`src/rtl/multicycle_control.sv`:
```
// Multi-cycle control FSM: fetch/decode/execute/memory/write-back with ready handshakes.
// 3-5 cycles per instruction plus one per memory wait cycle; stalled requests trap after MEM_TIMEOUT cycles.
module multicycle_control #(
  parameter int OPCODE_W    = 3,
  parameter int MEM_TIMEOUT = 15,
  parameter int CNT_W       = 4
) (
  input  logic                clk,
  input  logic                rst_n,
  input  logic [OPCODE_W-1:0] opcode,
  input  logic                zero,
  input  logic                imem_ready,
  input  logic                dmem_ready,
  output logic                imem_req,
  output logic                dmem_req,
  output logic                dmem_we,
  output logic                ir_write,
  output logic                pc_write,
  output logic                pc_write_cond,
  output logic [1:0]          pc_src,
  output logic                alu_src_a,
  output logic [1:0]          alu_src_b,
  output logic [1:0]          alu_op,
  output logic [1:0]          reg_dst,
  output logic [1:0]          mem_to_reg,
  output logic                reg_write,
  output logic                sign_or_zero,
  output logic                instr_done,
  output logic                trap,
  output logic                trap_cause,
  output logic [3:0]          state_dbg
);

  typedef enum logic [3:0] {
    S_IDLE, S_FETCH, S_DECODE, S_EXEC_R, S_EXEC_I, S_ADDR, S_MEM_RD,
    S_MEM_WR, S_WB_R, S_WB_I, S_WB_MEM, S_BRANCH, S_JUMP, S_TRAP
  } state_t;

  localparam logic [CNT_W-1:0] CNT_LAST = CNT_W'((MEM_TIMEOUT > 0) ? MEM_TIMEOUT - 1 : 0);

  state_t           state_q, state_d;
  logic [CNT_W-1:0] cnt_q, cnt_d;
  logic             cause_q, cause_d;
  logic [2:0]       op3;
  logic             op_legal;
  logic             timeout_hit;
  logic             zero_unused;

  // The datapath gates the conditional PC load with zero itself.
  assign zero_unused = zero;
  assign op3         = opcode[2:0];
  assign op_legal    = ((opcode >> 3) == '0);
  assign timeout_hit = (MEM_TIMEOUT != 0) && (cnt_q == CNT_LAST);
  assign state_dbg   = state_q;

  always_ff @(posedge clk or negedge rst_n) begin
    if (!rst_n) begin
      state_q <= S_IDLE;
      cnt_q   <= '0;
      cause_q <= 1'b0;
    end else begin
      state_q <= state_d;
      cnt_q   <= cnt_d;
      cause_q <= cause_d;
    end
  end

  always_comb begin
    state_d       = state_q;
    cnt_d         = '0;
    cause_d       = cause_q;
    imem_req      = 1'b0;
    dmem_req      = 1'b0;
    dmem_we       = 1'b0;
    ir_write      = 1'b0;
    pc_write      = 1'b0;
    pc_write_cond = 1'b0;
    pc_src        = 2'b00;
    alu_src_a     = 1'b0;
    alu_src_b     = 2'b00;
    alu_op        = 2'b00;
    reg_dst       = 2'b00;
    mem_to_reg    = 2'b00;
    reg_write     = 1'b0;
    sign_or_zero  = 1'b1;
    instr_done    = 1'b0;
    trap          = 1'b0;
    trap_cause    = 1'b0;
    unique case (state_q)
      S_IDLE: state_d = S_FETCH;
      S_FETCH: begin
        imem_req  = 1'b1;
        alu_src_b = 2'b01;
        ir_write  = imem_ready;
        pc_write  = imem_ready;
        if (imem_ready) begin
          state_d = S_DECODE;
        end else if (timeout_hit) begin
          state_d = S_TRAP;
          cause_d = 1'b1;
        end else begin
          cnt_d = cnt_q + 1'b1;
        end
      end
      S_DECODE: begin
        alu_src_b = 2'b10;
        if (!op_legal) begin
          state_d = S_TRAP;
          cause_d = 1'b0;
        end else begin
          unique case (op3)
            3'b000, 3'b001: state_d = S_EXEC_R;
            3'b111:         state_d = S_EXEC_I;
            3'b100, 3'b101: state_d = S_ADDR;
            3'b110:         state_d = S_BRANCH;
            default:        state_d = S_JUMP;
          endcase
        end
      end
      S_EXEC_R: begin
        alu_src_a = 1'b1;
        alu_op    = (op3 == 3'b001) ? 2'b11 : 2'b10;
        state_d   = S_WB_R;
      end
      S_WB_R: begin
        reg_dst    = 2'b01;
        reg_write  = 1'b1;
        instr_done = 1'b1;
        state_d    = S_FETCH;
      end
      S_EXEC_I: begin
        alu_src_a = 1'b1;
        alu_src_b = 2'b10;
        state_d   = S_WB_I;
      end
      S_WB_I: begin
        reg_write  = 1'b1;
        instr_done = 1'b1;
        state_d    = S_FETCH;
      end
      S_ADDR: begin
        alu_src_a = 1'b1;
        alu_src_b = 2'b10;
        state_d   = (op3 == 3'b101) ? S_MEM_WR : S_MEM_RD;
      end
      S_MEM_RD, S_MEM_WR: begin
        dmem_req = 1'b1;
        dmem_we  = (state_q == S_MEM_WR);
        if (dmem_ready) begin
          instr_done = (state_q == S_MEM_WR);
          state_d    = (state_q == S_MEM_WR) ? S_FETCH : S_WB_MEM;
        end else if (timeout_hit) begin
          state_d = S_TRAP;
          cause_d = 1'b1;
        end else begin
          cnt_d = cnt_q + 1'b1;
        end
      end
      S_WB_MEM: begin
        mem_to_reg = 2'b01;
        reg_write  = 1'b1;
        instr_done = 1'b1;
        state_d    = S_FETCH;
      end
      S_BRANCH: begin
        alu_src_a     = 1'b1;
        alu_op        = 2'b01;
        pc_src        = 2'b01;
        pc_write_cond = 1'b1;
        instr_done    = 1'b1;
        state_d       = S_FETCH;
      end
      S_JUMP: begin
        pc_src     = 2'b10;
        pc_write   = 1'b1;
        instr_done = 1'b1;
        // jal links the already-incremented PC into r31.
        if (op3 == 3'b011) begin
          reg_dst    = 2'b10;
          mem_to_reg = 2'b10;
          reg_write  = 1'b1;
        end
        state_d = S_FETCH;
      end
      S_TRAP: begin
        trap       = 1'b1;
        trap_cause = cause_q;
        state_d    = S_FETCH;
      end
      default: state_d = S_IDLE;
    endcase
  end

endmodule
```
`config.mk`:
```
export PLATFORM = sky130hd
export DESIGN_NAME = multicycle_control
export DESIGN_NICKNAME = d
export VERILOG_FILES = /design/src/rtl/multicycle_control.sv
export SDC_FILE = /design/constraint.sdc
export NUM_CORES = 1
export LEC_CHECK = 0
export ABC_AREA = 0
export CAP_MARGIN = 10
export CORE_MARGIN = 2
export CORE_UTILIZATION = 26
export DETAILED_ROUTE_END_ITERATION = 7
export PLACE_DENSITY = 0.59
export SYNTH_ARGS = -nofsm -noshare
export SYNTH_HDL_FRONTEND = slang
export SYNTH_SLANG_ARGS = --single-unit
```
`constraint.sdc`:
```
create_clock -name clk -period 1.5 [get_ports clk]
set_input_delay 0.225 -clock clk [delete_from_list [all_inputs] [get_ports clk]]
set_output_delay 0.225 -clock clk [all_outputs]
set_load 0.1 [all_outputs]
```
==> metrics.yaml, run 1 <==
status: "finished, violations left"
violations: "negative setup slack"
timing.rr.end: "cnt_q[2]"
skew_ps: 8.66
place_area_um2: 1740
crit_chain: "inv_8, or4_4, nor2_4, buf_12"
syn_nets: 111
synth_area_um2: 802
dpl.cell_count: 179
clock-root-buffer: "clkbuf_4"
crit_required_ps: 1270
grt_pass1_vias: 954
synth_area_leaders: "dfrtp_1 28%, nor2_1 4.2%, buf_2 3.7%"
ff2ff_setup_slack_ps: -90
drc: 0
arrival_ps: 1690
area_growth_pct: 150
max_stage_delay_ps: 570
drtPass1Iterations: 5
ys.flop_type: "dfrtp_1"
hp-class: "in2async"
start_util: 0.267
clock-sinks: 9
wl_mm: 2.72
grt_overflow: 0
max_freq_ghz: 0.522
critPathCaptureType: "primary output"
num_rows: 20
ys_async_sr_fraction: 1.00
die_h_um: 59.5
finish.utilization: 0.669
synth_edf_count: 0
cp-start-kind: "flop"
nFillCells: 225
synth-seq-cells: 9
vias: 971
ant_nets: 0
antenna_found_initial: 0
stdcell_count: 191
period_share: 1.28
cpMaxStageDelayCell: "or4_4"
slew_violations: 0
yosys.area.top_type_share: 0.281
yosysSeqAreaShare: 0.281
setup.worst_path.class: "reg2out"
drt_iter0_drc: 27
insertion_delay_ps: 270
setup_slack_ps: -414
r2r-start: "state_dbg[2]"
syn_inst: 101
grt_max_degree: 10
pin_count: 34
hold_viol_final: 0
synth_cell_type_count: 43
path_max_fanout: 3
min_period_ps: 1910
ys_warn_count: 0
grt_usage: 0.172
h-tree-depth: 1
grt_pass1_wl_mm: 4.59
rsz0062_at_grt: "yes"
yosys.area.top_type: "dfrtp_1"
cts_buffers: 3
postLayoutCellArea_um2: 2010
synth.avg_cell_area_um2: 7.94
nets: 169
drv_cap: 0
hold_ws_ps: 253
core_um2: 3000
routed_via_density: 5.08
final_layout_size_suffix_gt1_frac: 0.677
die_w_um: 59.5
finalSetupViolations: 29
clk_pin_slew_ps: 60
wl_per_cell_um: 14.3
rr_worst_depth: 6
port_buffers: 31
die-area_um2: 3550
gp_routability_congestion: 0.790
synth_commonest_cells: "9 x dfrtp_1, 9 x nor2_1, 8 x nand2_1"
num_antenna_cells: 0
cts_buffer_depth: 2
cts_tree: "yes"
hpwlAfterDp_mm: 1.99
==> cells by family after synthesis <==
logic type	after synthesis	share of synthesized area
simple gates	49	0.357
other cells	1	0.00468
flops	9	0.281
compound gates	22	0.197
buf+inv	16	0.108
xor+xnor	2	0.0218
fa+ha+maj	2	0.0312
==> flip-flops by register name (all words and copies together), names as in the netlist <==
register   flops
cnt_q          4
state_dbg      4
cause_q        1
==> cell type report <==
| type | count | area (um2) | area share |
|---|---|---|---|
| Tap cell | 33 | 41.3 | 0.0206 |
| Timing Repair Buffer | 63 | 867 | 0.432 |
| Inverter | 6 | 40.0 | 0.0199 |
| Sequential cell | 9 | 240 | 0.120 |
| Clock buffer | 4 | 26.3 | 0.0131 |
| Multi-Input combinational cell | 76 | 793 | 0.395 |
==> worst max-delay path by stage <==
stage,end,slack [ps],cells past startpoint,startpoint
2_1_floorplan,ir_write,-1340,4,state_dbg[1]
3_5_place_dp,alu_op[0],-130,5,opcode[0]
6_report,reg_dst[1],-410,4,state_dbg[2]
4_1_cts,reg_dst[1],-420,4,state_dbg[2]
5_1_grt,reg_dst[1],-470,4,state_dbg[3]
3_3_place_gp,alu_op[0],-120,5,opcode[0]
==> layer usage <==
metal	wire length (um)	track usage
met3	125	0.0459
met1	1030	0.202
met4	37	0.0413
met2	1530	0.308
met5	0	0
==> critical path, delay by kind of cell (launching register included) <==
kind	cells	cell delay, ps
buffers and inverters	2	220
flip-flops	1	460
AND/OR/NAND/NOR	2	740
==> through the flow <==
stage	setup slack, ps	setup TNS [ps]
after floorplan	-1340	-14000
after global placement	-117	-1310
after detailed placement	-130	-1520
after CTS	-423	-6170
after global routing	-471	-7110
final	-414	-5840
==> cells in the final DEF (no fill, tap or decap), types with 2 or more instances in the layout <==
master and instances:
ha_1 2, o211ai_1 2, o21ai_0 2, nor2_4 5
clkinvlp_4 2, nor3b_4 2, nand2_8 2, nor4b_4 2
nand3b_1 3, nand2_1 4, clkdlybuf4s50_1 6, dfrtp_1 5
a21oi_4 2, buf_12 27, nor2_1 4, dfrtp_4 4
clkbuf_4 3, buf_4 20, nand3_1 4, nor3_4 5
buf_6 9
==> what timing repair did <==
item                                    in CTS  in global routing
endpoints found under the setup margin      30                 31
pin swaps                                   11                  8
gates resized for setup                     33                 13
hold buffers                                 0                  0
setup buffers                                8                  3
Power of run 1 is left out: the tool's default activity adds up to more than one toggle a clock period on the data nets, which glitch-free logic cannot reach.
==> run 2, diff against run 1 <==
Settings changed: CAP_MARGIN 10 to 20, CORE_MARGIN 2 to default, SKIP_LAST_GASP from default to 1.
==> metrics.yaml, run 2 (synthesis results as in run 1) <==
status: "finished, violations left"
violations: "design-rule violations, negative setup slack"
insertion_delay_ps: 270  # about the same
cpMaxStageDelayCell: "dfrtp_4"
critPathCaptureType: "primary output"
rsz0062_at_grt: "yes"
slew_violations: 0  # unchanged
routed_via_density: 5.28  # +3.9%
dp_slack_ps: -141  # -10.8 ps
cts_buffers: 3  # unchanged
vias: 993  # +2.3%
skew_ps: 7.37  # -1.29 ps
grt_usage: 0.182  # +0.0105
grt_pass1_vias: 1035  # +8.5%
start_util: 0.284  # +0.0164
hold_viol_final: 0  # unchanged
grt_max_degree: 15  # +5
h-tree-depth: 1  # unchanged
path_max_fanout: 9  # +6
finalSetupViolations: 31  # +6.9%
nFillCells: 218  # -3.1%
ant_nets: 0  # unchanged
setup_slack_ps: -414  # +0.855 ps
final_layout_size_suffix_gt1_frac: 0.656  # -0.0212
drc: 3  # +3
nets: 168  # -0.59%
num_antenna_cells: 0  # unchanged
wl_mm: 2.78  # +1.9%
num_rows: 19  # -5.0%
core_um2: 2830  # -5.8%
period_share: 1.28  # about the same
max_stage_delay_ps: 510  # -60 ps
grt_overflow: 0  # unchanged
ff2ff_setup_slack_ps: -100  # about the same
cts_tree: "yes"
min_period_ps: 1910  # -0.855 ps
antenna_found_initial: 0  # unchanged
hpwlAfterDp_mm: 2.05  # +3.1%
arrival_ps: 1690  # about the same
drt_iter0_drc: 35  # +30%
max_freq_ghz: 0.523  # about the same
finish.utilization: 0.678  # +0.00971
die_h_um: 57.5  # -3.4%
gp_routability_congestion: 0.838  # +6.1%
die_w_um: 57.5  # -3.4%
setup.worst_path.class: "reg2out"
port_buffers: 31  # unchanged
wl_per_cell_um: 14.8  # +3.6%
place_area_um2: 1740  # unchanged
postLayoutCellArea_um2: 1920  # -4.4%
clk_pin_slew_ps: 70  # about the same
drtPass1Iterations: 7  # +2
pin_count: 34  # unchanged
crit_required_ps: 1270  # about the same
layout_common_cells: "25 x buf_4, 25 x buf_12, 5 x nor3_4, 5 x dfrtp_1, 5 x buf_6"
drv_cap: 0  # unchanged
grt_pass1_wl_mm: 4.65  # +1.4%
hp-class: "in2async"
clock-root-buffer: "clkbuf_4"
clock-sinks: 9  # unchanged
cp-start-kind: "flop"
cts_buffer_depth: 2  # unchanged
area_growth_pct: 139
setup_tns_ps: -6830  # -990 ps
crit_chain: "buf_4, and3b_2, a32o_4, buf_12"
die-area_um2: 3310  # -6.6%
[run 2: cell types whose count changed in the layout (fill, tap and decap cells not counted), moves of 2 or more]
cell,before,now
buf_4,20,25
buf_6,9,5
clkdlybuf4s50_1,6,3
dlymetal6s2s_1,0,3
buf_12,27,25
nor2_2,0,2
nor2_4,5,3
[run 2: path summary, 6_finish.rpt]
kind                               from      endpoint  cells past startpoint
setup / recovery           state_dbg[2]    instr_done                      4
hold / removal                    rst_n       cause_q                      1
setup reg to reg           state_dbg[2]      cnt_q[2]                      6
hold reg to reg                cnt_q[0]      cnt_q[0]                      1
max in group asynchronous         rst_n  state_dbg[1]                      1
min in group clk               cnt_q[0]      cnt_q[0]                      1
[run 2: repair_timing]
action | 4_1_cts | 5_1_grt
resized for setup | 12 | 13
pin swaps | 4 | 7
setup buffers | 2 | 3
endpoints found under the setup margin | 31 | 31
hold buffers | 0 | 0
[run 2: area by class of cell]
class,instances,area [um2],area share
sequential,9,240,0.125
timing repair buffer,62,827,0.431
tap,31,38.8,0.0202
clock buffer,4,26.3,0.0137
inverter,6,37.5,0.0196
multi-input combinational,76,749,0.390
[run 2: routing by layer]
layer,track usage,wire (um),vias up,part of all wire
met2,0.342,1460,45,0.53
met1,0.205,1070,462,0.38
met5,0,0,-,0
met3,0.0227,152,11,0.055
li1,-,-,475,-
met4,0.0732,96,0,0.035
[run 2: critical path, delay by kind of cell (launching register included)]
| kind | cells | cell delay, ps |
|---|---|---|
| buffers and inverters | 2 | 360 |
| AOI/OAI and AO/OA | 1 | 320 |
| and+or+nand+nor | 1 | 220 |
| DFF | 1 | 510 |
[run 2: per-stage QoR]
stage / hold WS [ps] / cells
finish: 258 / 188
global route: 293 / 188
CTS: 267 / 185
detailed placement: 498 / 179
global placement: 466 / 179
floorplan: -70.6 / 101
Power of run 2 is left out for the same reason.
==> run 3, diff against run 2 <==
Settings changed: CORE_UTILIZATION 26 to 37, PLACE_DENSITY 0.59 to 0.78.
==> metrics.yaml, run 3 <==
status: "aborted with a tool error"
haltStage: "clock tree synthesis (4_1_cts)"
error: "[ERROR DPL-0033] detailed placement checks failed during check placement."
hpwlAfterDp_mm: 2.32  # +13%
dpl.cell_count: 171  # -4.5%
yosys.area.top_type_share: 0.281  # unchanged
cts_setup_buffers: 5  # +3
ctsResizeCount: 26  # +14
clock-sinks: 9  # unchanged
ys_warn_count: 0  # unchanged
ys_async_sr_fraction: 1.00  # unchanged
dp_slack_ps: -231  # -90.5 ps
cts_buffer_depth: 2  # unchanged
gp_routability_congestion: 0.828  # -1.2%
synth_area_um2: 802  # unchanged
syn_nets: 111  # unchanged
synth-seq-cells: 9  # unchanged
synth.avg_cell_area_um2: 7.94  # unchanged
port_buffers: 31  # unchanged
synth_edf_count: 0  # unchanged
synth_area_leaders: "dfrtp_1 28%, nor2_1 4.2%, buf_2 3.7%"
die_h_um: 48.6  # -16%
yosysSeqAreaShare: 0.281  # unchanged
start_util: 0.401  # +0.117
cts_buffers: 3  # unchanged
die_w_um: 48.6  # -16%
clock-root-buffer: "clkbuf_4"
synth_commonest_cells: "9 x dfrtp_1, 9 x nor2_1, 8 x nand2_1"
num_rows: 16  # -3
place_area_um2: 1710  # -2.0%
synth_cell_type_count: 43  # unchanged
syn_inst: 101  # unchanged
ys.flop_type: "dfrtp_1"
h-tree-depth: 1  # unchanged
postCtsHoldBufs: 0  # unchanged
yosys.area.top_type: "dfrtp_1"
pin_count: 34  # unchanged
[run 3: cell counts after synthesis]
No cell type changed its count.
[run 3: per-stage QoR]
stage	utilization	hold slack, ps
floorplan	-	-70.6
global placement	0.854	465
detailed placement	0.854	487
[run 3: cells by family after synthesis]
family | count (synthesis) | synth area share
other | 1 | 0.00468
adders and majority gates | 2 | 0.0312
AOI/OAI and AO/OA | 22 | 0.197
DFF | 9 | 0.281
and+or+nand+nor | 49 | 0.357
buffers and inverters | 16 | 0.108
xor gates and xnor gates | 2 | 0.0218
==> run 4, diff against run 3 <==
Settings changed: CORE_AREA from default to 2 2 63 65, CORE_UTILIZATION 37 to default, DIE_AREA from default to 0 0 65 67, PLACE_DENSITY 0.78 to default, PLACE_DENSITY_LB_ADDON from default to 0.15.
Clock period 1.5 ns to 2 ns, I/O delays scaled along.
==> metrics.yaml, run 4 (synthesis results as in run 1) <==
vias: 883
wl_mm: 2.32
routed_via_density: 4.75
grt_max_degree: 14
dpl.cell_count: 180  # +5.3%
nets: 149
hpwlAfterDp_mm: 1.84  # -21%
rsz0062_at_grt: "no"
core_um2: 3610
h-tree-depth: 1  # unchanged
postLayoutCellArea_um2: 1700
die_h_um: 67  # +38%
seq_area_um2: 240
max_stage_delay_ps: 550
cp-start-kind: "flop"
drt_iter0_drc: 14
timing.rr.end: "state_dbg[3]"
gp_routability_congestion: 0.818  # -1.2%
start_util: 0.222  # -0.178
cts_buffer_depth: 2  # unchanged
cp_num_buf_inv: 1
r2r-start: "state_dbg[2]"
hold_viol_final: 0
setup_tns_ps: 0
drtPass1Iterations: 4
finalSetupViolations: 0
period_share: 0.978
area_growth_pct: 112
clock-root-buffer: "clkbuf_8"
crit_required_ps: 1700
critPathCaptureType: "primary output"
cpMaxStageDelayCell: "dfrtp_4"
cts_buffers: 3  # unchanged
drv_cap: 0
wl_per_cell_um: 12.5
grt_usage: 0.117
multi_input_area_um2: 666
port_buffers: 31  # unchanged
final_layout_size_suffix_gt1_frac: 0.543
nFillCells: 350
cp_top_family: "simple AND/OR/NAND/NOR gates"
num_antenna_cells: 0
stdcell_count: 186
min_period_ps: 1960
arrival_ps: 1660
insertion_delay_ps: 230
place_area_um2: 1640  # -4.2%
crit_chain: "or4_4, nor2_4, buf_12"
hp-class: "in2async"
ant_nets: 0
grt_overflow: 0
grt_pass1_wl_mm: 3.89
die-area_um2: 4360
die_w_um: 65  # +34%
clock-sinks: 9  # unchanged
rr_worst_depth: 4
layout_common_cells: "25 x buf_12, 11 x buf_4, 6 x nor2_1, 6 x clkdlybuf4s50_1"
antenna_found_initial: 0
skew_ps: 1.13
setup.worst_path.class: "reg2out"
pin_count: 34  # unchanged
finish.utilization: 0.472
drc: 0
status: "finished clean"
slew_violations: 0
grt_pass1_vias: 851
path_max_fanout: 13
num_rows: 22  # +6
layout_commonest_cell: "buf_12"
cts_tree: "yes"
max_freq_ghz: 0.511
clk_pin_slew_ps: 40
ff2ff_setup_slack_ps: 450
run 4: per-layer routing:
layer / vias to the layer above / share of wire / wire length [um] / track usage
met5: - / 0 / 0 / 0
met4: 0 / 0.018 / 41 / 0.0559
met3: 4 / 0.069 / 159 / 0.0287
met2: 27 / 0.48 / 1110 / 0.189
met1: 421 / 0.43 / 1010 / 0.146
li1: 431 / - / - / -
run 4: per-stage QoR:
stage	hold WS, ps	setup WS (ps)
5_1_grt	390	2.11
2_1_floorplan	4.41	-918
6_report	359	44.5
3_5_place_dp	477	117
3_3_place_gp	468	129
4_1_cts	365	9.69
run 4: how the worst max path moves through the flow:
stage / from / end / cells past startpoint
after floorplan: state_dbg[1] / ir_write / 4
after global placement: opcode[0] / alu_op[0] / 5
after detailed placement: opcode[0] / alu_op[0] / 5
after CTS: state_dbg[1] / mem_to_reg[1] / 3
after global routing: state_dbg[3] / mem_to_reg[1] / 4
final: state_dbg[1] / mem_to_reg[1] / 3
run 4: what timing repair did:
item | CTS | global route
setup buffers | 1 | 1
cloned | 0 | 0
setup endpoints to repair | 1 | 5
hold buffers | 0 | 0
pin swaps | 2 | 1
gates resized for setup | 0 | 2
run 4: layout make-up:
cell class,instances,area share
Clock buffer,4,0.0265
Timing Repair Buffer,43,0.384
Sequential cell,9,0.141
Tap cell,48,0.0353
Multi-Input combinational cell,76,0.391
Inverter,6,0.0220
Power of run 4 is left out for the same reason.
